===== config.mk =====
export PLATFORM = sky130hd
export DESIGN_NAME = findext_fsm
export DESIGN_NICKNAME = d
export VERILOG_FILES = /design/src/rtl/findext_pkg.sv /design/src/rtl/findext_fsm_cmp.sv /design/src/rtl/findext_fsm.sv
export SDC_FILE = /design/constraint.sdc
export NUM_CORES = 1
export LEC_CHECK = 0
export CORE_ASPECT_RATIO = 0.8
export CORE_MARGIN = 1.5
export CORE_UTILIZATION = 40
export CTS_CLUSTER_DIAMETER = 60
export DETAILED_ROUTE_END_ITERATION = 8
export PLACE_DENSITY_LB_ADDON = 0.05
export SYNTH_ARGS = -nofsm -noshare
export SYNTH_HDL_FRONTEND = slang
export SYNTH_SLANG_ARGS = --single-unit

===== constraint.sdc =====
create_clock -name clk -period 2.4 [get_ports clk]
set_input_delay 0.36 -clock clk [delete_from_list [all_inputs] [get_ports clk]]
set_output_delay 0.36 -clock clk [all_outputs]
set_load 0.05 [all_outputs]

===== src/rtl/findext_pkg.sv =====
// Shared definitions for the frame-extrema finder: FSM state type and
// default geometry.
package findext_pkg;

  localparam int unsigned FINDEXT_WIDTH = 8;
  localparam int unsigned FINDEXT_DEPTH = 16;

  typedef enum logic [1:0] {
    IDLE  = 2'd0,
    ACCUM = 2'd1,
    DONE  = 2'd2
  } state_t;

endpackage


===== src/rtl/findext_fsm_cmp.sv =====
// Magnitude comparator whose operands are read as two's complement or
// unsigned depending on is_signed.
module mode_cmp #(
  parameter int unsigned WIDTH = 8
) (
  input  logic [WIDTH-1:0] a,
  input  logic [WIDTH-1:0] b,
  input  logic             is_signed,
  output logic             lt,
  output logic             eq,
  output logic             gt
);

  always_comb begin
    eq = (a == b);
    if (is_signed) lt = ($signed(a) < $signed(b));
    else           lt = (a < b);
    gt = !lt && !eq;
  end

endmodule


===== src/rtl/findext_fsm.sv =====
// Streams DEPTH samples per frame and reports the max/min values with the
// index of their first occurrence.
module findext_fsm
  import findext_pkg::*;
#(
  parameter  int unsigned WIDTH = FINDEXT_WIDTH,
  parameter  int unsigned DEPTH = FINDEXT_DEPTH,
  localparam int unsigned IDXW  = $clog2(DEPTH)
) (
  input  logic             clk,
  input  logic             reset_n,
  input  logic             start,
  input  logic             abort,
  input  logic             is_signed,
  input  logic             in_valid,
  input  logic [WIDTH-1:0] in_data,
  output logic             in_ready,
  output logic             busy,
  output logic             done,
  output logic [WIDTH-1:0] max_val,
  output logic [WIDTH-1:0] min_val,
  output logic [IDXW-1:0]  max_idx,
  output logic [IDXW-1:0]  min_idx
);

  localparam logic [IDXW-1:0] LAST = IDXW'(DEPTH - 1);

  state_t           r_state;
  logic [IDXW-1:0]  r_count;
  logic             r_mode;
  logic [WIDTH-1:0] r_max_val;
  logic [WIDTH-1:0] r_min_val;
  logic [IDXW-1:0]  r_max_idx;
  logic [IDXW-1:0]  r_min_idx;

  logic w_accept;
  logic w_max_gt;
  logic w_min_lt;
  logic w_max_lt_unused, w_max_eq_unused;
  logic w_min_eq_unused, w_min_gt_unused;

  mode_cmp #(.WIDTH(WIDTH)) u_cmp_max (
    .a         (in_data),
    .b         (r_max_val),
    .is_signed (r_mode),
    .lt        (w_max_lt_unused),
    .eq        (w_max_eq_unused),
    .gt        (w_max_gt)
  );

  mode_cmp #(.WIDTH(WIDTH)) u_cmp_min (
    .a         (in_data),
    .b         (r_min_val),
    .is_signed (r_mode),
    .lt        (w_min_lt),
    .eq        (w_min_eq_unused),
    .gt        (w_min_gt_unused)
  );

  assign w_accept = in_valid && (r_state == ACCUM);

  always_ff @(posedge clk or negedge reset_n) begin
    if (!reset_n) begin
      r_state   <= IDLE;
      r_count   <= '0;
      r_mode    <= 1'b0;
      r_max_val <= '0;
      r_min_val <= '0;
      r_max_idx <= '0;
      r_min_idx <= '0;
    end else begin
      unique case (r_state)
        IDLE, DONE: begin
          if (start) begin
            r_state <= ACCUM;
            r_mode  <= is_signed;
            r_count <= '0;
          end
        end
        ACCUM: begin
          // abort wins: the sample presented alongside it is dropped
          if (abort) begin
            r_state <= IDLE;
          end else if (w_accept) begin
            if (r_count == '0) begin
              r_max_val <= in_data;
              r_min_val <= in_data;
              r_max_idx <= '0;
              r_min_idx <= '0;
            end else begin
              if (w_max_gt) begin
                r_max_val <= in_data;
                r_max_idx <= r_count;
              end
              if (w_min_lt) begin
                r_min_val <= in_data;
                r_min_idx <= r_count;
              end
            end
            if (r_count == LAST) r_state <= DONE;
            else                 r_count <= r_count + 1'b1;
          end
        end
        default: r_state <= IDLE;
      endcase
    end
  end

  assign busy     = (r_state == ACCUM);
  assign in_ready = (r_state == ACCUM);
  assign done     = (r_state == DONE);
  assign max_val  = r_max_val;
  assign min_val  = r_min_val;
  assign max_idx  = r_max_idx;
  assign min_idx  = r_min_idx;

endmodule


## Word level (Yosys, flattened, before mapping)

Cells that the tools add are included.

| operators by class | value |
|---|---|
| bitwise gates (word level) | 1 |
| eq/ne operators | 10 |
| add/subtract/negate cells | 1 |
| reductions and logical operators | 15 |
| multiplexer cells | 20 |
| magnitude comparators | 4 |

Operator list:

| cell | count |
|---|---|
| $lt 8x8->1 | 4 |
| $mux 4 | 8 |
| $mux 8 | 4 |
| $eq 8x8->1 | 1 |
| $mux 2 | 4 |
| $pmux 4 s2 | 1 |
| $reduce_and 4->1 | 2 |
| $ne 2x2->1 const B | 3 |
| $ne 3x2->1 const B | 2 |
| $reduce_bool 2->1 | 3 |
| $reduce_and 5->1 | 1 |
| $add 4x1->4 const B | 1 |
| $eq 4x4->1 const B | 1 |
| $logic_not 4->1 | 1 |
| $pmux 2 s2 | 1 |
| $reduce_and 3->1 | 1 |
| $eq 2x1->1 const B | 1 |
| $eq 2x2->1 const B | 1 |
| $logic_and 1x1->1 | 2 |
| $logic_not 1->1 | 2 |
| $logic_not 2->1 | 1 |
| $mux 1 | 2 |
| $ne 2x1->1 const B | 1 |
| $reduce_and 2->1 | 1 |
| 2 further kinds | 2 |

| storage, ports and cells | value |
|---|---|
| register bits | 31 |
| input port bits | 14 |

## Longest topological paths before layout

Gate-level depths: netlist of the first run.

| depth | value |
|---|---|
| depth after elaboration | 6 |
| mapped depth | 8 |
| gate-level depth less buffers | 7 |

## Modules after synthesis

A second synthesis of the first run with hierarchy kept.

| unflattened totals | value |
|---|---|
| cell total of the unflattened synthesis | 155 |
| area total of the unflattened synthesis | 1830.5 um^2 |

By module, submodules not included:

| module | area an instance (um^2) | instances | sequential area each (um^2) | cells each |
|---|---|---|---|---|
| findext_fsm | 1385.1 | 1 | 775.7 | 95 |
| mode_cmp | 222.7 | 2 | 0.0 | 30 |

## Least setup slack after synthesis of the first run

Ideal clock, no wire load.

| timing | value |
|---|---|
| path kind | register to register |
| start | reg r_max_val[7] (netlist: max_val[7]) |
| end | reg r_max_val[2] (netlist: max_val[2]) |
| cell stages (with the launch flop) | 9 |
| period minus slack after synthesis | 2.271 ns |
| slack | 0.129 ns |
| data required time | 2.275 ns |
| data arrival time | 2.146 ns |
| cells stage by stage | dfrtp_1 > inv_1 > ha_1 > and4_4 > a211oi_1 > nand4_1 > nand2_2 > buf_6 > mux2_4 |

| on the way | value |
|---|---|
| longest elaborated chain between the ends | 6 |

Ends and longest elaborated chain:

| element | RTL line | RTL |
|---|---|---|
| from (decl) | findext_fsm.sv:31 | `logic [WIDTH-1:0] r_max_val;` |
| from (signal assigned) | findext_fsm.sv:86 | `r_max_val <= in_data;` |
| from (signal assigned) | findext_fsm.sv:92 | `r_max_val <= in_data;` |
| $lt 8x8->1, on equally long branches | findext_fsm_cmp.sv:17, findext_fsm_cmp.sv:16 |  |
| $mux 1 | findext_fsm_cmp.sv:16 | `if (is_signed) lt = ($signed(a) < $signed(b));` |
| $logic_not 1->1 | findext_fsm_cmp.sv:18 | `gt = !lt && !eq;` |
| $logic_and 1x1->1 * | findext_fsm_cmp.sv:18 |  |
| $reduce_bool 2->1 (no source line) * | n/a |  |
| $reduce_and 4->1 (no source line) * | n/a |  |

Every way passes the cells marked *; elsewhere a longest branch is shown, timed or not.
A chain may end at the register's enable or synchronous reset.

## Worst setup path in the final report of the first run

| timing | value |
|---|---|
| start | in in_data[7] |
| end | reg r_max_val[0] (netlist: max_val[0]) |

| on the way | value |
|---|---|
| longest elaborated chain between the ends | 6 |

Ends and longest elaborated chain:

| element | RTL line | RTL |
|---|---|---|
| from (decl) | findext_fsm.sv:16 | `input logic [WIDTH-1:0] in_data,` |
| $lt 8x8->1, on equally long branches | findext_fsm_cmp.sv:17, findext_fsm_cmp.sv:16 |  |
| $mux 1 | findext_fsm_cmp.sv:16 |  |
| $logic_not 1->1 | findext_fsm_cmp.sv:18 |  |
| $logic_and 1x1->1 * | findext_fsm_cmp.sv:18 |  |
| $reduce_bool 2->1 (no source line) * | n/a |  |
| $reduce_and 4->1 (no source line) * | n/a |  |

Marked as above.

==> summary.txt, run 1 <==
Outcome
  – Status: finished, final reports clean

STA
  – Final min period: 2270 ps
  – Achievable clock frequency: 441 MHz
  – Final setup viols: 0
  – Worst Tran Pin Value: 524 ps
  – PnR worst setup slack: 135 ps
  – Slew Limit Fails: 0
  – Clock Skew: 2.61 ps
  – Final period util: 94.4%
  – RSZ-0062 raised after global routing: false
  – Hold Fails Final Rpt: 0
  – Setup TNS: 0 ps
  – Worst rel slew slack: 65.0%

Synthesis
  – Dominant cell type by area after synthesis: dfrtp_1
  – Ys async rst share: 100%
  – Flop and latch count out of synthesis: 31
  – List of most frequent post-synthesis cells: 31 x dfrtp_1, 19 x inv_1, 17 x ha_1, 12 x mux2_4, 10 x nand2_1
  – Ys Warns: 0
  – Synth cell types: 38
  – Post-synth EDFFs: 0
  – Synth top area share: 43.1%
  – Most frequent cell after synthesis: dfrtp_1
  – Mean Syn Cell Area: 11.5 µm²
  – Syn Nets: 188
  – Post-Syn Area: 1800 µm²
  – Sequential share of the synthesized area: 43.1%
  – Cell count after synthesis: 157
  – Top post-synthesis cells by area: dfrtp_1 43%, ha_1 12%, mux2_4 10%
  – Primary FF master, synth: dfrtp_1

Floorplanning
  – Core footprint: 4260 µm²
  – Die extent in y: 63.0 µm
  – Io pins: 41
  – Width of the die: 78.0 µm
  – FP Rows: 21
  – Die footprint: 4910 µm²
  – Starting density of the core: 42.3%

Pwr
  – Clk pwr share: 13.4%
  – Switch Pwr: 1.35 mW
  – Peak VDD IR: 0.000706 V
  – Int Power: 1.61 mW
  – Sequential share of power: 28.0%
  – Tot Pwr: 2.97 mW
  – Switch share: 45.6%
  – Leakage Power: 1.16 nW
  – Comb pwr share: 58.5%
  – Power per cell area: 1210 nW/µm²

Worst setup path
  – WP data arrival: 2440 ps
  – Worst setup EP type: flop
  – Critical path required time: 2570 ps
  – Setup CP Type: in -> reg
  – CP max FO: 9
  – Crit start category: input pin

Route
  – 1st-iter DRT viols: 45
  – Post-route DRC: 0
  – TritonRoute pass-1 iters: 4
  – Routed wire per std cell: 14.3 µm
  – Via count: 1371
  – Antenna Nets Post-Route: 0
  – WL final: 3930 µm
  – Via density: 4.99

Global route
  – First-pass GRT wire length: 6780 µm
  – GRT Overall Usage: 18.0%
  – Layer with the highest usage: met2
  – Initial antenna violation count: 0
  – Largest net degree at the start of global routing: 32
  – Grt total ovfl: 0
  – Met2 Use GR: 26.2%
  – GR Util met3: 4.53%
  – Met1 usage in global routing: 25.4%
  – Vias in the first global route: 1449

Clock network
  – Post-CTS Setup Inserts: 0
  – Worst-path clk slew: 60 ps
  – CTS tree: built
  – Clk sinks: 31
  – CTS Buf Count: 5
  – H-Tree Depth: 2
  – Clk_lat worst skew: 280 ps
  – Post_cts resized: 0
  – CTS Hold Buffers Added: 0
  – Max clock buf depth: 2
  – Root buf cell: clkbuf_8

Layout
  – Area of the multi-input gates: 922 µm²
  – Area Growth Syn to Fin: 35.7%
  – Diode count: 0
  – FF+latch area: 776 µm²
  – Layout cell share with drive strength beyond 1: 22.9%
  – Filler Cells Inserted: 379
  – Net count, final: 248

Placed design
  – HPWL after DPL: 2960 µm
  – Routability cong.: 0.766
  – Setup WS pre-CTS: -152 ps
  – PortBufs: 40

Worst hold path
  – Hold WC Path Type: in -> async

Job
  – Max Cap Viol: 0
-- sequential cells by signal, indices dropped and copies added (netlist names) --
name and flops:
max_idx 4, max_val 8, r_state 2, r_mode 1, min_val 8, min_idx 4
r_count 4
-- cells by family after synthesis --
kind of cell / after synthesis / synth area share [%]
AND/OR/NAND/NOR: 39 / 13.6
adder cells (fa/ha/maj): 17 / 11.8
AO/OA/AOI/OAI: 29 / 11.6
buffers and inverters: 22 / 5.63
multiplexers: 18 / 13.8
XOR/XNOR: 1 / 0.487
flip-flops: 31 / 43.1
-- cells in the final DEF, fill, tap and decap left out, types with 2 or more instances in the layout --
master	instances
clkdlybuf4s50_1	40
dfrtp_1	31
inv_1	19
ha_1	17
buf_4	16
mux2_4	12
nand2_1	10
nor2_1	8
o2bb2ai_1	8
a21oi_1	6
mux2_2	6
o21ai_0	5
clkbuf_8	5
nor2b_1	4
nand3_1	2
a211oi_1	2
nand4_1	2
clkbuf_1	2
-- critical path: stages --
cell             delay (ps)
clkdlybuf4s50_1         440
ha_1                    340
and4_4                  220
a211oi_1                270
nand4_1                 150
nand2_2                 270
mux2_2                  370
-- stage by stage --
stage	util (%)	hold slack, ps	cell area (µm²)	std cells
floorplan	-	64.4	1800	157
global placement	55.5	481	2360	267
detailed placement	55.5	475	2360	267
CTS	57.4	489	2440	275
global route	57.4	506	2440	275
finish	57.4	475	2440	275
-- final timing paths --
path                            startpoint          to  slack, ps  cells after the start
worst max-delay path            in_data[7]  max_val[0]        130                      7
worst min-delay path               reset_n  max_val[5]        480                      2
worst max register to register  max_val[7]  max_val[0]        250                      7
worst min register to register  max_idx[3]  max_idx[3]        490                      1
max in group asynchronous          reset_n  max_idx[0]       1640                      2
min in group clk                max_idx[3]  max_idx[3]        490                      1
-- power groups by stage --
stage          combinational, mW  sequential [mW]  clock (mW)
2_1_floorplan              0.642             1.36           0
3_3_place_gp                1.73            0.832           0
3_5_place_dp                1.74            0.842           0
4_1_cts                     1.75            0.835       0.409
5_1_grt                     1.87            0.859       0.432
6_report                    1.74            0.832       0.398
-- cell type report --
type / count / area share, %
flip-flops and latches: 31 / 31.8
clock buffers: 7 / 3.13
clock inverters: 1 / 0.205
multi-input cells: 104 / 37.8
well taps: 57 / 2.92
repair buffers: 56 / 21.3
inverters: 19 / 2.92
-- routing by layer --
layer	vias to the layer above	routed length, µm
met5	-	0
met4	0	67
met3	8	187
met2	33	1630
met1	654	2050
li1	676	-
No activity file was read; power rests on OpenSTA's default activity.
==> run 2, diff against run 1 <==
--- a/config.mk
+++ b/config.mk
@@ -8,9 +8,8 @@
 export CORE_ASPECT_RATIO = 0.8
 export CORE_MARGIN = 1.5
 export CORE_UTILIZATION = 40
-export CTS_CLUSTER_DIAMETER = 60
 export DETAILED_ROUTE_END_ITERATION = 8
-export PLACE_DENSITY_LB_ADDON = 0.05
+export PLACE_DENSITY = 0.78
 export SYNTH_ARGS = -nofsm -noshare
 export SYNTH_HDL_FRONTEND = slang
 export SYNTH_SLANG_ARGS = --single-unit
==> summary.txt, run 2 (synthesis gave the netlist of run 1 again) <==
Layout
  – Area of the multi-input gates: 922 µm² (unchanged)
  – Diode count: 0 (unchanged)
  – Layout cell share with drive strength beyond 1: 21.5% (-1.4 points)
  – Net count, final: 244 (-1.6%)
  – Commonest cells after routing, fill and taps aside: 40 x clkdlybuf4s50_1, 31 x dfrtp_1, 19 x inv_1, 17 x ha_1
  – Fin util: 56.7% (-0.71 points)
  – Filler Cells Inserted: 388 (+2.4%)
  – Area Growth Syn to Fin: 34.1%
  – FF+latch area: 776 µm² (unchanged)
  – Final std cells w/o fill: 271 (-1.5%)
  – Commonest non-fill, non-tap cell in the layout: clkdlybuf4s50_1

Clock network
  – Post-CTS Setup Inserts: 0 (unchanged)
  – Clk sinks: 31 (unchanged)
  – CTS Hold Buffers Added: 0 (unchanged)
  – Clk_lat worst skew: 280 ps (about the same)
  – Worst-path clk slew: 70 ps (about the same)
  – Max clock buf depth: 2 (unchanged)
  – Post_cts resized: 0 (unchanged)
  – H-Tree Depth: 2 (unchanged)
  – CTS Buf Count: 5 (unchanged)
  – CTS tree: built
  – Root buf cell: clkbuf_8

Global route
  – Largest net degree at the start of global routing: 32 (unchanged)
  – Layer with the highest usage: met1
  – Grt total ovfl: 0 (unchanged)
  – Met2 Use GR: 22.7% (-3.5 points)
  – First-pass GRT wire length: 6380 µm (-5.9%)
  – GRT Overall Usage: 16.9% (-1.1 points)
  – GR Util met3: 5.40% (+0.88 points)
  – Initial antenna violation count: 0 (unchanged)
  – Vias in the first global route: 1311 (-9.5%)
  – Met1 usage in global routing: 24.8% (-0.62 points)

Route
  – Antenna Nets Post-Route: 0 (unchanged)
  – Via density: 4.90 (-1.6%)
  – Via count: 1329 (-3.1%)
  – Post-route DRC: 0 (unchanged)
  – TritonRoute pass-1 iters: 4 (unchanged)
  – 1st-iter DRT viols: 44 (-2.2%)
  – WL final: 3730 µm (-5.2%)
  – Routed wire per std cell: 13.8 µm (-3.8%)

Floorplanning
  – Io pins: 41 (unchanged)
  – Starting density of the core: 42.3% (unchanged)
  – FP Rows: 21 (unchanged)
  – Die extent in y: 63.0 µm (unchanged)
  – Die footprint: 4910 µm² (unchanged)
  – Core footprint: 4260 µm² (unchanged)
  – Width of the die: 78.0 µm (unchanged)

Worst setup path
  – R2R depth: 7 (unchanged)
  – RR Startpoint: max_val[3]
  – Critical path required time: 2570 ps (about the same)
  – Reg2reg end: max_val[1]
  – Critical Path Start: in_data[7]
  – Crit start category: input pin
  – R2r setup slk: 300 ps (+50 ps)
  – Setup CP Type: in -> reg
  – Crit path to: max_val[1]
  – Worst setup EP type: flop
  – CP max FO: 9 (unchanged)
  – WP data arrival: 2460 ps (+20 ps)

STA
  – Final min period: 2290 ps (+23.7 ps)
  – PnR worst setup slack: 111 ps (-23.7 ps)
  – Hold Fails Final Rpt: 0 (unchanged)
  – Worst rel slew slack: 66.0% (+1.0 points)
  – Final period util: 95.4% (+0.99 points)
  – Fin Hold WS: 477 ps (+2.10 ps)
  – Slew Limit Fails: 0 (unchanged)
  – Worst Tran Pin Value: 509 ps (-14.9 ps)
  – Final setup viols: 0 (unchanged)
  – RSZ-0062 raised after global routing: false
  – Achievable clock frequency: 437 MHz (-1.0%)
  – Clock Skew: 6.11 ps (+3.50 ps)

Pwr
  – Leakage Power: 1.14 nW (-1.7%)
  – Tot Pwr: 2.95 mW (-0.69%)
  – Peak VDD IR: 0.000609 V (-14%)
  – Power per cell area: 1220 nW/µm² (+0.55%)

Worst hold path
  – Hold WC Path Type: in -> async

Job
  – Max Cap Viol: 0 (unchanged)

Outcome
  – Status: finished, final reports clean

Placed design
  – PortBufs: 40 (unchanged)
  – HPWL after DPL: 2830 µm (-4.3%)
  – DP Cell Count: 263 (-1.5%)
  – Routability cong.: 0.812 (+6.1%)
  – Setup WS pre-CTS: -165 ps (-12.9 ps)
run 2: changes by cell type in the layout (fill, tap and decap cells not counted), sizes merged:
cell and change:
buf -4
run 2: routing by layer:
layer  vias to the layer above  wire [µm]  part of all wire (%)
met5                         -          0                     0
met4                         0         64                   1.7
met3                         9        226                   6.1
met2                        37       1550                    41
met1                       619       1890                    51
li1                        664          -                     -
run 2: worst max-delay path, stage by stage:
cell and delay, ps:
clkdlybuf4s50_1 480, ha_1 360, and4_4 210, a211oi_1 260, nand4_1 160, nand2_2 270, mux2_2 370
run 2: layout make-up:
type	count	area share, %
multi-input combinational	104	38.2
clock inverter	1	0.207
timing repair buffer	52	20.3
tap	57	2.96
sequential	31	32.2
inverter	19	2.96
clock buffer	7	3.16
run 2: where the power goes:
part | total (mW) | switching, mW | internal (mW)
clock network | 0.402 | 0.198 | 0.203
registers | 0.840 | 0.147 | 0.693
logic | 1.70 | 0.996 | 0.709
total | 2.95 | 1.34 | 1.60
run 2: worst min-delay path by stage:
stage               startpoint          to
floorplan              reset_n  max_idx[0]
global placement    max_idx[0]  max_idx[0]
detailed placement  min_idx[0]  min_idx[0]
CTS                    reset_n  min_val[3]
global route           reset_n  min_val[3]
finish                 reset_n  max_val[5]
run 2: stage by stage:
step                TNS [ps]  instance area (µm²)
finish                     0                 2410
global route               0                 2410
CTS                        0                 2410
detailed placement     -2250                 2330
global placement       -1790                 2330
floorplan                  0                 1800
==> run 3, diff against run 2 <==
--- a/config.mk
+++ b/config.mk
@@ -6,7 +6,7 @@
 export NUM_CORES = 1
 export LEC_CHECK = 0
 export CORE_ASPECT_RATIO = 0.8
-export CORE_MARGIN = 1.5
+export CORE_MARGIN = 4
 export CORE_UTILIZATION = 40
 export DETAILED_ROUTE_END_ITERATION = 8
 export PLACE_DENSITY = 0.78
==> summary.txt, run 3 (synthesis gave the netlist of run 1 again) <==
Clock network
  – CTS Hold Buffers Added: 0 (unchanged)
  – Worst-path clk slew: 60 ps (about the same)
  – Max clock buf depth: 2 (unchanged)
  – Post-CTS Setup Inserts: 0 (unchanged)
  – CTS tree: built
  – CTS Buf Count: 5 (unchanged)
  – Root buf cell: clkbuf_8
  – Post_cts resized: 0 (unchanged)
  – H-Tree Depth: 2 (unchanged)
  – Clk_lat worst skew: 280 ps (about the same)
  – Clk sinks: 31 (unchanged)

Worst setup path
  – R2R depth: 7 (unchanged)
  – Critical path required time: 2570 ps (about the same)
  – CP max FO: 9 (unchanged)
  – Setup CP Type: in -> reg
  – Worst setup EP type: flop
  – Crit start category: input pin
  – WP data arrival: 2450 ps (about the same)
  – Reg2reg end: max_val[0]
  – R2r setup slk: 290 ps (about the same)
  – RR Startpoint: max_val[3]

Placed design
  – Setup WS pre-CTS: -151 ps (+13.1 ps)
  – PortBufs: 40 (unchanged)
  – Routability cong.: 0.794 (-2.2%)
  – Placed instance area: 2340 µm² (+0.32%)
  – HPWL after DPL: 2860 µm (+1.1%)

Layout
  – Area of the multi-input gates: 922 µm² (unchanged)
  – Area Growth Syn to Fin: 34.8%
  – Layout cell share with drive strength beyond 1: 22.4% (+0.93 points)
  – Commonest non-fill, non-tap cell in the layout: clkdlybuf4s50_1
  – Diode count: 0 (unchanged)
  – Filler Cells Inserted: 367 (-5.4%)
  – Net count, final: 245 (+0.41%)
  – Final instance area: 2430 µm² (+0.57%)
  – FF+latch area: 776 µm² (unchanged)
  – Commonest cells after routing, fill and taps aside: 40 x clkdlybuf4s50_1, 31 x dfrtp_1, 19 x inv_1, 17 x ha_1, 13 x buf_4

STA
  – Final setup viols: 0 (unchanged)
  – Worst Tran Pin Value: 509 ps (+0.188 ps)
  – Hold Fails Final Rpt: 0 (unchanged)
  – Clock Skew: 5.38 ps (-0.731 ps)
  – Final period util: 94.9% (-0.48 points)
  – RSZ-0062 raised after global routing: false
  – Worst rel slew slack: 65.9% (about the same)
  – Fin Hold WS: 477 ps (-0.136 ps)
  – Achievable clock frequency: 439 MHz (+0.51%)
  – Final min period: 2280 ps (-11.5 ps)
  – PnR worst setup slack: 122 ps (+11.5 ps)
  – Slew Limit Fails: 0 (unchanged)

Pwr
  – Tot Pwr: 2.94 mW (about the same)
  – Peak VDD IR: 0.000686 V (+13%)
  – Power per cell area: 1210 nW/µm² (-0.64%)
  – Leakage Power: 1.15 nW (+0.89%)

Route
  – Via count: 1326 (-0.23%)
  – Via density: 4.89 (-0.23%)
  – Antenna Nets Post-Route: 0 (unchanged)
  – WL final: 3740 µm (+0.38%)
  – Post-route DRC: 0 (unchanged)
  – TritonRoute pass-1 iters: 5 (+1)
  – 1st-iter DRT viols: 61 (+39%)
  – Routed wire per std cell: 13.8 µm (+0.38%)

Floorplanning
  – Io pins: 41 (unchanged)
  – FP Rows: 21 (unchanged)
  – Die extent in y: 68.0 µm (+7.9%)
  – Starting density of the core: 42.3% (unchanged)
  – Core footprint: 4260 µm² (unchanged)
  – Die footprint: 5640 µm² (+15%)
  – Width of the die: 83.0 µm (+6.4%)

Global route
  – Largest net degree at the start of global routing: 32 (unchanged)
  – Grt total ovfl: 0 (unchanged)
  – Vias in the first global route: 1323 (+0.92%)
  – GRT Overall Usage: 15.2% (-1.7 points)
  – Initial antenna violation count: 0 (unchanged)
  – First-pass GRT wire length: 6560 µm (+2.8%)

Job
  – Max Cap Viol: 0 (unchanged)

Outcome
  – Status: finished, final reports clean

Worst hold path
  – Hold WC Path Type: in -> async
-- run 3: cell types whose count changed in the layout (fill, tap and decap cells not counted), sizes merged --
cell / change
buf: +1
clkbuf: -1
-- run 3: worst max path at each step --
stage	from	to	cells after the start
detailed placement	in_data[7]	max_val[0]	7
global route	in_data[3]	max_val[0]	7
floorplan	max_val[7]	max_val[2]	8
CTS	in_data[7]	max_val[0]	7
finish	in_data[7]	max_val[0]	7
global placement	in_data[7]	max_val[1]	7
-- run 3: metal layers --
metal / vias to the layer above / global-route usage [%] / part of all wire (%)
met5: - / 0 / 0
met4: 0 / 7.96 / 2.3
met3: 7 / 4.45 / 4.9
met2: 30 / 20.7 / 40
met1: 618 / 21.5 / 52
li1: 671 / - / -
-- run 3: critical path, stage by stage --
cell and delay (ps):
clkdlybuf4s50_1 460, ha_1 340, and4_4 210, a211oi_1 270, nand4_1 150, nand2_2 280
mux2_2 380
-- run 3: area by class of cell --
class	count	area share, %
clock buffer	6	3.40
tap	57	2.94
timing repair buffer	53	20.5
multi-input combinational	104	38.0
inverter	19	2.94
clock inverter	1	0.206
sequential	31	32.0
-- run 3: power breakdown --
part,switching (mW),internal [mW],leakage [nW]
Clock,0.187,0.224,0.0470
Sequential,0.144,0.693,0.393
Combinational,0.996,0.699,0.712
Total,1.33,1.62,1.15
-- run 3: metrics by stage --
stage	std cells	setup TNS, ps	utilization, %
finish	271	0	57.0
global placement	264	-1130	54.9
floorplan	157	0	-
detailed placement	264	-1700	54.9
global route	271	0	57.0
CTS	271	0	57.0
